## src/rtl/lfsr_burst_ctrl_if.sv

```systemverilog
// Word stream handshake between lfsr_burst_ctrl and its consumer.
// The master holds word_out/word_valid until word_ready accepts them.
interface lfsr_burst_ctrl_if #(
  parameter int WORD_W = 8
);
  logic [WORD_W-1:0] word_out;
  logic              word_valid;
  logic              word_ready;

  modport master (
    output word_out,
    output word_valid,
    input  word_ready
  );

  modport slave (
    input  word_out,
    input  word_valid,
    output word_ready
  );
endinterface

```

## src/rtl/lfsr_burst_ctrl.sv

```systemverilog
// Seeds and releases the LF_SR generator, packs its serial bits into
// words and delivers a programmed number of them over a handshake.
module lfsr_burst_ctrl #(
  parameter int WORD_W   = 8,
  parameter int LOAD_CYC = 2
) (
  input  logic                clk,
  input  logic                rest,
  input  logic                start,
  input  logic [3:0]          seed_in,
  input  logic [7:0]          n_words,
  output logic                lfsr_rest,
  output logic [3:0]          lfsr_seed,
  input  logic                lfsr_out,
  input  logic                lfsr_vaild,
  lfsr_burst_ctrl_if.master   wif,
  output logic                busy,
  output logic                done,
  output logic                overrun
);

  localparam int BW = (WORD_W > 2) ? $clog2(WORD_W) : 1;
  localparam int LW = (LOAD_CYC > 1) ? $clog2(LOAD_CYC) : 1;

  typedef enum logic [2:0] {
    IDLE,
    LOAD,
    RUN,
    HOLD,
    DONE
  } state_t;

  state_t state, state_nxt;

  logic [3:0]        seed_q;
  logic [7:0]        target;
  logic [7:0]        wcnt;
  logic [BW-1:0]     bcnt;
  logic [LW-1:0]     lcnt;
  logic [WORD_W-1:0] shift;
  logic [WORD_W-1:0] shift_nxt;
  logic [WORD_W-1:0] word_q;
  logic              valid_q;
  logic              ovr_q;
  logic [7:0]        wcnt_inc;
  logic              last_bit;
  logic              last_load;
  logic              accept;

  assign shift_nxt = {shift[WORD_W-2:0], lfsr_out};
  assign wcnt_inc  = wcnt + 8'd1;
  assign last_bit  = (bcnt == BW'(WORD_W - 1));
  assign last_load = (lcnt == LW'(LOAD_CYC - 1));
  assign accept    = (state == HOLD) && valid_q
                   && wif.word_ready;

  assign lfsr_rest = (state == RUN) || (state == HOLD);
  assign busy      = (state == LOAD) || lfsr_rest;
  assign done      = (state == DONE);
  assign lfsr_seed = seed_q;
  assign overrun   = ovr_q;
  assign wif.word_out   = word_q;
  assign wif.word_valid = valid_q;

  always_ff @(posedge clk) begin
    if (rest) state <= IDLE;
    else      state <= state_nxt;
  end

  always_comb begin
    state_nxt = state;
    unique case (state)
      IDLE: if (start)
        state_nxt = (n_words == 8'd0) ? DONE : LOAD;
      LOAD: if (last_load) state_nxt = RUN;
      RUN:  if (lfsr_vaild && last_bit)
        state_nxt = HOLD;
      HOLD: if (accept)
        state_nxt = (wcnt_inc == target) ? DONE : RUN;
      DONE: state_nxt = IDLE;
      default: state_nxt = IDLE;
    endcase
  end

  always_ff @(posedge clk) begin
    if (rest) begin
      seed_q  <= '0;
      target  <= '0;
      wcnt    <= '0;
      bcnt    <= '0;
      lcnt    <= '0;
      shift   <= '0;
      word_q  <= '0;
      valid_q <= 1'b0;
      ovr_q   <= 1'b0;
    end else begin
      case (state)
        IDLE: if (start) begin
          // an all-zero seed would lock the LFSR up
          seed_q <= (seed_in == 4'd0) ? 4'd1 : seed_in;
          target <= n_words;
          ovr_q  <= 1'b0;
          wcnt   <= '0;
          bcnt   <= '0;
          lcnt   <= '0;
        end
        LOAD: lcnt <= lcnt + LW'(1);
        RUN: if (lfsr_vaild) begin
          shift <= shift_nxt;
          if (last_bit) begin
            word_q  <= shift_nxt;
            valid_q <= 1'b1;
            bcnt    <= '0;
          end else begin
            bcnt <= bcnt + BW'(1);
          end
        end
        HOLD: begin
          // LF_SR cannot be stalled; bits seen here are lost
          if (lfsr_vaild) ovr_q <= 1'b1;
          if (accept) begin
            wcnt    <= wcnt_inc;
            valid_q <= 1'b0;
          end
        end
        default: ;
      endcase
    end
  end

endmodule

```

## src/flat_wrapper.sv

```systemverilog
// flat-port wrapper written by rule: the top's interface ports become plain ports
module lfsr_burst_ctrl_flat 
#(
  parameter int WORD_W   = 8,
  parameter int LOAD_CYC = 2
)
  (clk, rest, start, seed_in, n_words, lfsr_rest, lfsr_seed, lfsr_out, lfsr_vaild, busy, done, overrun, wif_word_out, wif_word_valid, wif_word_ready);
  lfsr_burst_ctrl_if #(.WORD_W(WORD_W)) wif_i ();
  input  logic clk;
  input  logic rest;
  input  logic start;
  input  logic [3:0] seed_in;
  input  logic [7:0] n_words;
  output logic lfsr_rest;
  output logic [3:0] lfsr_seed;
  input  logic lfsr_out;
  input  logic lfsr_vaild;
  output logic busy;
  output logic done;
  output logic overrun;
  output wire logic [$bits(wif_i.word_out)-1:0] wif_word_out;
  output wire logic [$bits(wif_i.word_valid)-1:0] wif_word_valid;
  input wire logic [$bits(wif_i.word_ready)-1:0] wif_word_ready;
  assign wif_word_out = wif_i.word_out;
  assign wif_word_valid = wif_i.word_valid;
  assign wif_i.word_ready = wif_word_ready;
  lfsr_burst_ctrl #(.WORD_W(WORD_W), .LOAD_CYC(LOAD_CYC)) u_core (.clk(clk), .rest(rest), .start(start), .seed_in(seed_in), .n_words(n_words), .lfsr_rest(lfsr_rest), .lfsr_seed(lfsr_seed), .lfsr_out(lfsr_out), .lfsr_vaild(lfsr_vaild), .wif(wif_i), .busy(busy), .done(done), .overrun(overrun));
endmodule
```

## config.mk

```make
export PLATFORM = sky130hd
export DESIGN_NAME = lfsr_burst_ctrl_flat
export DESIGN_NICKNAME = d
export VERILOG_FILES = /design/src/rtl/lfsr_burst_ctrl_if.sv /design/src/rtl/lfsr_burst_ctrl.sv /design/src/flat_wrapper.sv
export SDC_FILE = /design/constraint.sdc
export NUM_CORES = 1
export LEC_CHECK = 0
export CAP_MARGIN = 10
export CORE_MARGIN = 2
export CORE_UTILIZATION = 45
export DETAILED_ROUTE_END_ITERATION = 7
export GPL_TIMING_DRIVEN = 0
export PLACE_DENSITY_LB_ADDON = 0.25
export SLEW_MARGIN = 10
export SYNTH_ARGS = -nofsm -noshare
export SYNTH_HDL_FRONTEND = slang
export SYNTH_SLANG_ARGS = --single-unit
```

## constraint.sdc

```tcl
create_clock -name clk -period 1.95 [get_ports clk]
set_input_delay 0.39 -clock clk [delete_from_list [all_inputs] [get_ports clk]]
set_output_delay 0.39 -clock clk [all_outputs]
set_load 0.05 [all_outputs]
```

==> results.md, run 1 <==
- Worst min-delay path class: reg2reg
- Antenna violations before repair: 0
- Setup TNS: 0 ns
- Ys async rst share: 0%
- Filler cells: 394
- Hold_ws: about 0.46 ns
- Unrepaired setup endpoints after global routing: false
- CP required: ~1.6 ns
- Slew Viols, Final: 0
- Io pins: 35
- Grt met3 use: 5.69%
- CTS max path bufs: 2
- Hold Startpoint: u_core.wif.word_out[7]
- Layout cells sized above 1: 10.0%
- Antenna-violating nets left: 0
- DRT Pass-1 Iters: 4
- Hold Fails Final Rpt: 0
- Area growth from synthesis to layout: 24.6%
- Starting Density: 47.1%
- Finished Layout Cells: 352
- Max FO, Critical Path: 8
- IO Port Bufs: 33
- Via-per-instance ratio: 5.33
- R2r startpoint: u_core.wcnt[0]
- Critical Path AT: 1.48 ns
- Total placed cells including tap cells: ~350
- Total Wirelength: 4.69 mm
- Worst Hold Depth: 2
- Critical path class: reg2out
- Rel. slew slack: 62.9%
- Ys Warns: 0
- Synthesized area: 2080 um^2
- Met2 GRT Util: 30.8%
- TritonCTS clock tree: built
- Cell family with most CP delay: buffers and inverters
- Final nets: 320
- Hold EP: u_core.wif.word_out[7]
- Reg2reg path depth: 6
- Die Ht: roughly 70 um
- Reg clk slew, reported paths: 0.08 ns
- Max-cap viol count: 0
- Die W: around 70 um
- CTS root buf: clkbuf_8
- Status: completed
- Commonest non-fill, non-tap cell in the layout: nand2_1
- Cell variety after synth: 48
- Buffers & Inverters on Critical Path: 1
- Worst-Skew Late Latency: 0.30 ns
- First-pass GRT wire length: 8.05 mm
- Worst-path cell chain: nor2b_2 > clkdlybuf4s15_1
- GP Congestion: 0.828
- Vias in the first global route: 1,743
- # diodes: 0
- Commonest non-fill, non-tap cells in the layout: nand2_1 (65), dfxtp_1 (43), a21oi_1 (39), clkdlybuf4s50_1 (29), nor2_1 (15)
- Core area: roughly 4400 um^2
- EDFF count, synth: 0
- Cells after Synth: 260
- Met1 Resource Use GR: 26.7%
- GRT overflow: 0
- Worst reg2reg path endpoint: u_core.state[1]
- Total setup buffers inserted after CTS: 0
- PD cells: slightly above 700 nW/um^2
- DR vias: 1,875
- Crit path max-delay cell type: clkdlybuf4s15_1
- Wirelength per Cell: 13.3 um
- Final setup vio count: 0
- Synth Flop Type: dfxtp_1
- Iteration-0 DRC Markers: 133
- Pwr Total: around 1.9 mW
- Sequential element share of the synthesized area: a little over two fifths
- Reg-to-reg setup timing slack: 0.25 ns
- H-tree levels: 2
- Largest net degree at the start of global routing: 15
- Clock sinks: 44
- Peak supply drop: about 0.00047 V
- Critical Path Source Type: flip-flop
- Post-synth net total: between 200 and 300
- Final Critical Period: 1.87 ns
- CP endpoint kind: primary output
- DRC Markers: 0
- Max Clk Rate: about 0.53 GHz
- Worst Skew: around 0.0041 ns
- DP HPWL: 3.34 mm
- Top Usage Layer GRT: met2
- LEAKAGE: 0.975 nW
- Avg Inst Size Synth: approximately 8 um^2
- Total CTS buffers: 5
- Overall routing resource usage: 19.8%
- CP peak stage delay: between 0.5 and 0.6 ns
- Slew @ Worst Pin: 0.556 ns
- #FFs+latches synth: 44
- Row count: 24
- Die area: 5180 um^2
- Period utilization: roughly 96%
==> worst min-delay path, cell delays in order, from the launching register on <==
cell     delay [ns]
dfxtp_1        0.31
nand2_1        0.05
a21oi_1        0.05
==> flip-flops by register name, summed over array words and instances, names as in the netlist <==
signal	count
u_core.last_load	1
u_core.lfsr_seed	4
u_core.state	3
u_core.target	8
u_core.bcnt	3
u_core.wcnt	8
u_core.overrun	1
u_core.wif.word_out	8
u_core.wif.word_valid	1
u_core.shift	7
==> worst max path at each step <==
stage / cells past startpoint / slack, ns / startpoint / to
after floorplan: 4 / 0.14 / u_core.state[0] / busy
after global placement: 5 / -0.22 / u_core.state[0] / busy
after detailed placement: 5 / -0.22 / u_core.state[0] / busy
after CTS: 1 / 0.03 / u_core.wif.word_valid / wif_word_valid
after global routing: 2 / 0.02 / u_core.state[2] / lfsr_rest
final: 2 / 0.08 / u_core.state[2] / lfsr_rest
==> timing repair <==
action,in CTS,in global routing
hold buffers,0,0
setup endpoints to repair,3,2
resized for setup,8,2
==> per-layer routing <==
metal / part of all wire (%) / vias up / wire length, um
li1: - / 979 / -
met1: 48 / 857 / 2280
met2: 46 / 35 / 2150
met3: 4.4 / 4 / 207
met4: 1.3 / 0 / 60
met5: 0 / - / 0
==> power breakdown <==
part	switching, mW	internal [mW]	leakage (nW)
Clock	0.318	0.379	0.0541
Sequential	0.0218	0.921	0.357
Combinational	0.134	0.0973	0.564
==> metrics by stage <==
| step | util [%] | setup slack, ns | cell area, um^2 |
|---|---|---|---|
| floorplan | - | 0.138 | 2080 |
| global placement | 56.1 | -0.216 | 2480 |
| detailed placement | 56.1 | -0.220 | 2480 |
| CTS | 58.6 | 0.0349 | 2590 |
| global route | 58.7 | 0.0177 | 2590 |
| finish | 58.7 | 0.0783 | 2590 |
==> final cells by class <==
type,instances,area [um^2],share of cell area [%]
well taps,52,65.1,2.51
multi-input cells,199,1090,42.1
clock buffers,5,68.8,2.66
flip-flops and latches,44,882,34.1
repair buffers,33,335,12.9
clock inverters,3,42.5,1.64
plain buffers,16,105,4.06
==> synthesized netlist by cell type (3+ instances only) <==
cell | number | area, um^2
dfxtp_1 | 44 | 881
nand2_1 | 65 | 244
clkbuf_1 | 6 | 22.5
nor3_1 | 10 | 50.1
ha_1 | 3 | 37.5
xor2_1 | 5 | 43.8
o21ai_0 | 6 | 30.0
a31oi_1 | 3 | 18.8
nand3_1 | 7 | 35.0
nand3b_1 | 5 | 37.5
a21oi_1 | 39 | 195
xnor2_1 | 4 | 35.0
buf_2 | 5 | 25.0
nor2_1 | 15 | 56.3
==> cells by family after synthesis <==
family	Yosys count	share of synthesized area (%)
AND/OR/NAND/NOR	127	30.0
adder cells (fa/ha/maj)	3	1.81
XOR/XNOR	9	3.79
AO/OA/AOI/OAI	60	16.8
flip-flops	44	42.4
buffers and inverters	17	5.24
Note: power is estimated with default switching activity, not from simulation.
==> run 2, diff against run 1 <==
--- a/config.mk
+++ b/config.mk
@@ -6,11 +6,13 @@
 export NUM_CORES = 1
 export LEC_CHECK = 0
 export CAP_MARGIN = 10
+export CORE_ASPECT_RATIO = 1.4
 export CORE_MARGIN = 2
 export CORE_UTILIZATION = 45
 export DETAILED_ROUTE_END_ITERATION = 7
+export GPL_ROUTABILITY_DRIVEN = 0
 export GPL_TIMING_DRIVEN = 0
-export PLACE_DENSITY_LB_ADDON = 0.25
+export PLACE_DENSITY = 0.69
 export SLEW_MARGIN = 10
 export SYNTH_ARGS = -nofsm -noshare
 export SYNTH_HDL_FRONTEND = slang
==> run 2 against run 1 <==
Net effect:
- combinational power is essentially flat
- critical path type unchanged
- sequential share of layout area down 0.15 points
- routed wire length increased by 5.6%
- global-route usage up 0.40 points
- highest routed layer unchanged
- power up 1.6%
- critical endpoint is now wif_word_out[6]
==> results.md, run 2 (same netlist as run 1, synthesis figures left out) <==
- TritonCTS clock tree: built
- Status: completed
- H-tree levels: 2 (unchanged)
- Row count: 29 (+21%)
- Hold Startpoint: rest
- Cell family with most CP delay: buffers and inverters
- Rel. slew slack: 61.7% (-1.2 points)
- Critical Path Source Type: flip-flop
- Commonest non-fill, non-tap cell in the layout: nand2_1
- Max FO, Critical Path: 2 (-6)
- Largest net degree at the start of global routing: 16 (+1)
- Worst-path cell chain: clkdlybuf4s50_1
- Die area: 5190 um^2 (+0.14%)
- Final nets: 320 (unchanged)
- DRC Markers: 0 (unchanged)
- Slew @ Worst Pin: 0.575 ns (+0.0186 ns)
- DRT Pass-1 Iters: 4 (unchanged)
- Peak supply drop: 0.000519 V (+11%)
- PD cells: 731 nW/um^2 (+1.1%)
- Unrepaired setup endpoints after global routing: false
- Slew Viols, Final: 0 (unchanged)
- # diodes: 0 (unchanged)
- Origin of the worst setup path: u_core.wif.word_out[6]
- M1 WL: 2.21 mm (-3.1%)
- Worst Setup Slack post-DPL: -0.234 ns (-0.0136 ns)
- Reg2reg path depth: 6 (unchanged)
- Overall routing resource usage: 20.2% (+0.40 points)
- Reg-to-reg setup timing slack: 0.19 ns (-0.06 ns)
- Buffers & Inverters on Critical Path: 1 (unchanged)
- Clock sinks: 44 (unchanged)
- Vias in the first global route: 1,797 (+3.1%)
- Area growth from synthesis to layout: 25.2%
- Total Wirelength: 4.96 mm (+5.6%)
- Max Used Layer: met4
- Worst reg2reg path endpoint: u_core.wcnt[5]
- Hold EP: u_core.wcnt[7]
- Critical path class: reg2out
- R2r startpoint: u_core.state[1]
- GRT overflow: 0 (unchanged)
- Worst Hold Depth: 2 (unchanged)
- Wirelength per Cell: 13.7 um (+2.7%)
- Iteration-0 DRC Markers: 85 (-36%)
- Metal2 WL: 2.45 mm (+14%)
- Final setup vio count: 0 (unchanged)
- Filler cells: 453 (+15%)
- Commonest non-fill, non-tap cells in the layout: nand2_1 (65), dfxtp_1 (43), a21oi_1 (39), clkdlybuf4s50_1 (29), nor2_1 (15)
- Layout cells sized above 1: 10.0% (unchanged)
- Core area: 4500 um^2 (+1.9%)
- CP peak stage delay: 0.81 ns (+0.28 ns)
- CP endpoint kind: primary output
- Total CTS buffers: 5 (unchanged)
- CTS root buf: clkbuf_8
- Worst Skew: 0.00560 ns (+0.00154 ns)
- CP required: 1.56 ns (about the same)
- Die W: 61.4 um (-15%)
- Antenna violations before repair: 0 (unchanged)
- Met3 WL: 194 um (-6.3%)
- Period utilization: 95.8% (-0.22 points)
- Worst min-delay path class: in2reg
- CTS max path bufs: 2 (unchanged)
- Max Clk Rate: 0.536 GHz (+0.23%)
- Starting Density: 46.2% (-0.89 points)
- Max-cap viol count: 0 (unchanged)
- Crit path max-delay cell type: clkdlybuf4s50_1
- Via-per-instance ratio: 5.32 (-0.12%)
- IO Port Bufs: 33 (unchanged)
- DP HPWL: 3.57 mm (+6.8%)
- Final Critical Period: 1.87 ns (-0.00434 ns)
- Critical Path AT: 1.48 ns (about the same)
- LEAKAGE: 0.979 nW (+0.44%)
- First-pass GRT wire length: 8.05 mm (unchanged)
- Final Cell Area: 2600 um^2 (+0.43%)
- DR vias: 1,926 (+2.7%)
- Reg clk slew, reported paths: 0.09 ns (about the same)
- Worst-Skew Late Latency: 0.30 ns (about the same)
- Fin worst setup slack: 0.0826 ns (+0.00434 ns)
- Hold Fails Final Rpt: 0 (unchanged)
- Die Ht: 84.4 um (+17%)
- Placed cell area: 2490 um^2 (+0.51%)
- Antenna-violating nets left: 0 (unchanged)
- Io pins: 35 (unchanged)
==> run 2: what timing repair did <==
item / CTS / global route
gates resized for setup: 7 / 3
endpoints found under the setup margin: 3 / 3
hold buffers: 0 / 0
buffers inserted: 0 / 0
==> run 2: power by group <==
part / internal [mW] / switching [mW]
combinational: 0.0955 / 0.137
clock: 0.386 / 0.340
sequential: 0.921 / 0.0212
total: 1.40 / 0.498
==> run 2: stage by stage <==
stage	util, %	hold WS [ns]	power [mW]	cells	TNS (ns)
finish	57.8	0.446	1.90	362	0
global route	57.8	0.489	1.96	362	0
CTS	57.8	0.462	1.91	362	0
detailed placement	55.3	0.450	1.20	355	-2.15
global placement	55.3	0.442	1.20	355	-2.49
floorplan	-	0.432	1.11	260	0
==> run 2: layer usage <==
metal	track usage [%]	vias to the layer above
met5	0	-
met4	7.35	0
met3	4.78	12
met2	32.7	35
met1	25.7	909
li1	-	970
==> run 2: worst max-delay path by stage <==
stage                                 end  slack [ns]  cells after the start
after floorplan                      busy        0.14                      4
after global placement     u_core.wcnt[5]       -0.26                      6
after detailed placement   u_core.wcnt[6]       -0.23                      6
after CTS                            busy        0.02                      4
after global routing       u_core.wcnt[6]       0.007                      6
final                     wif_word_out[6]        0.08                      1
==> run 2: cell type report <==
type	count	area, um^2	share of cell area, %
multi-input cells	199	1090	41.9
flip-flops and latches	44	882	33.9
repair buffers	33	329	12.7
plain buffers	16	105	4.04
well taps	62	77.6	2.98
clock buffers	5	68.8	2.65
clock inverters	3	47.5	1.83
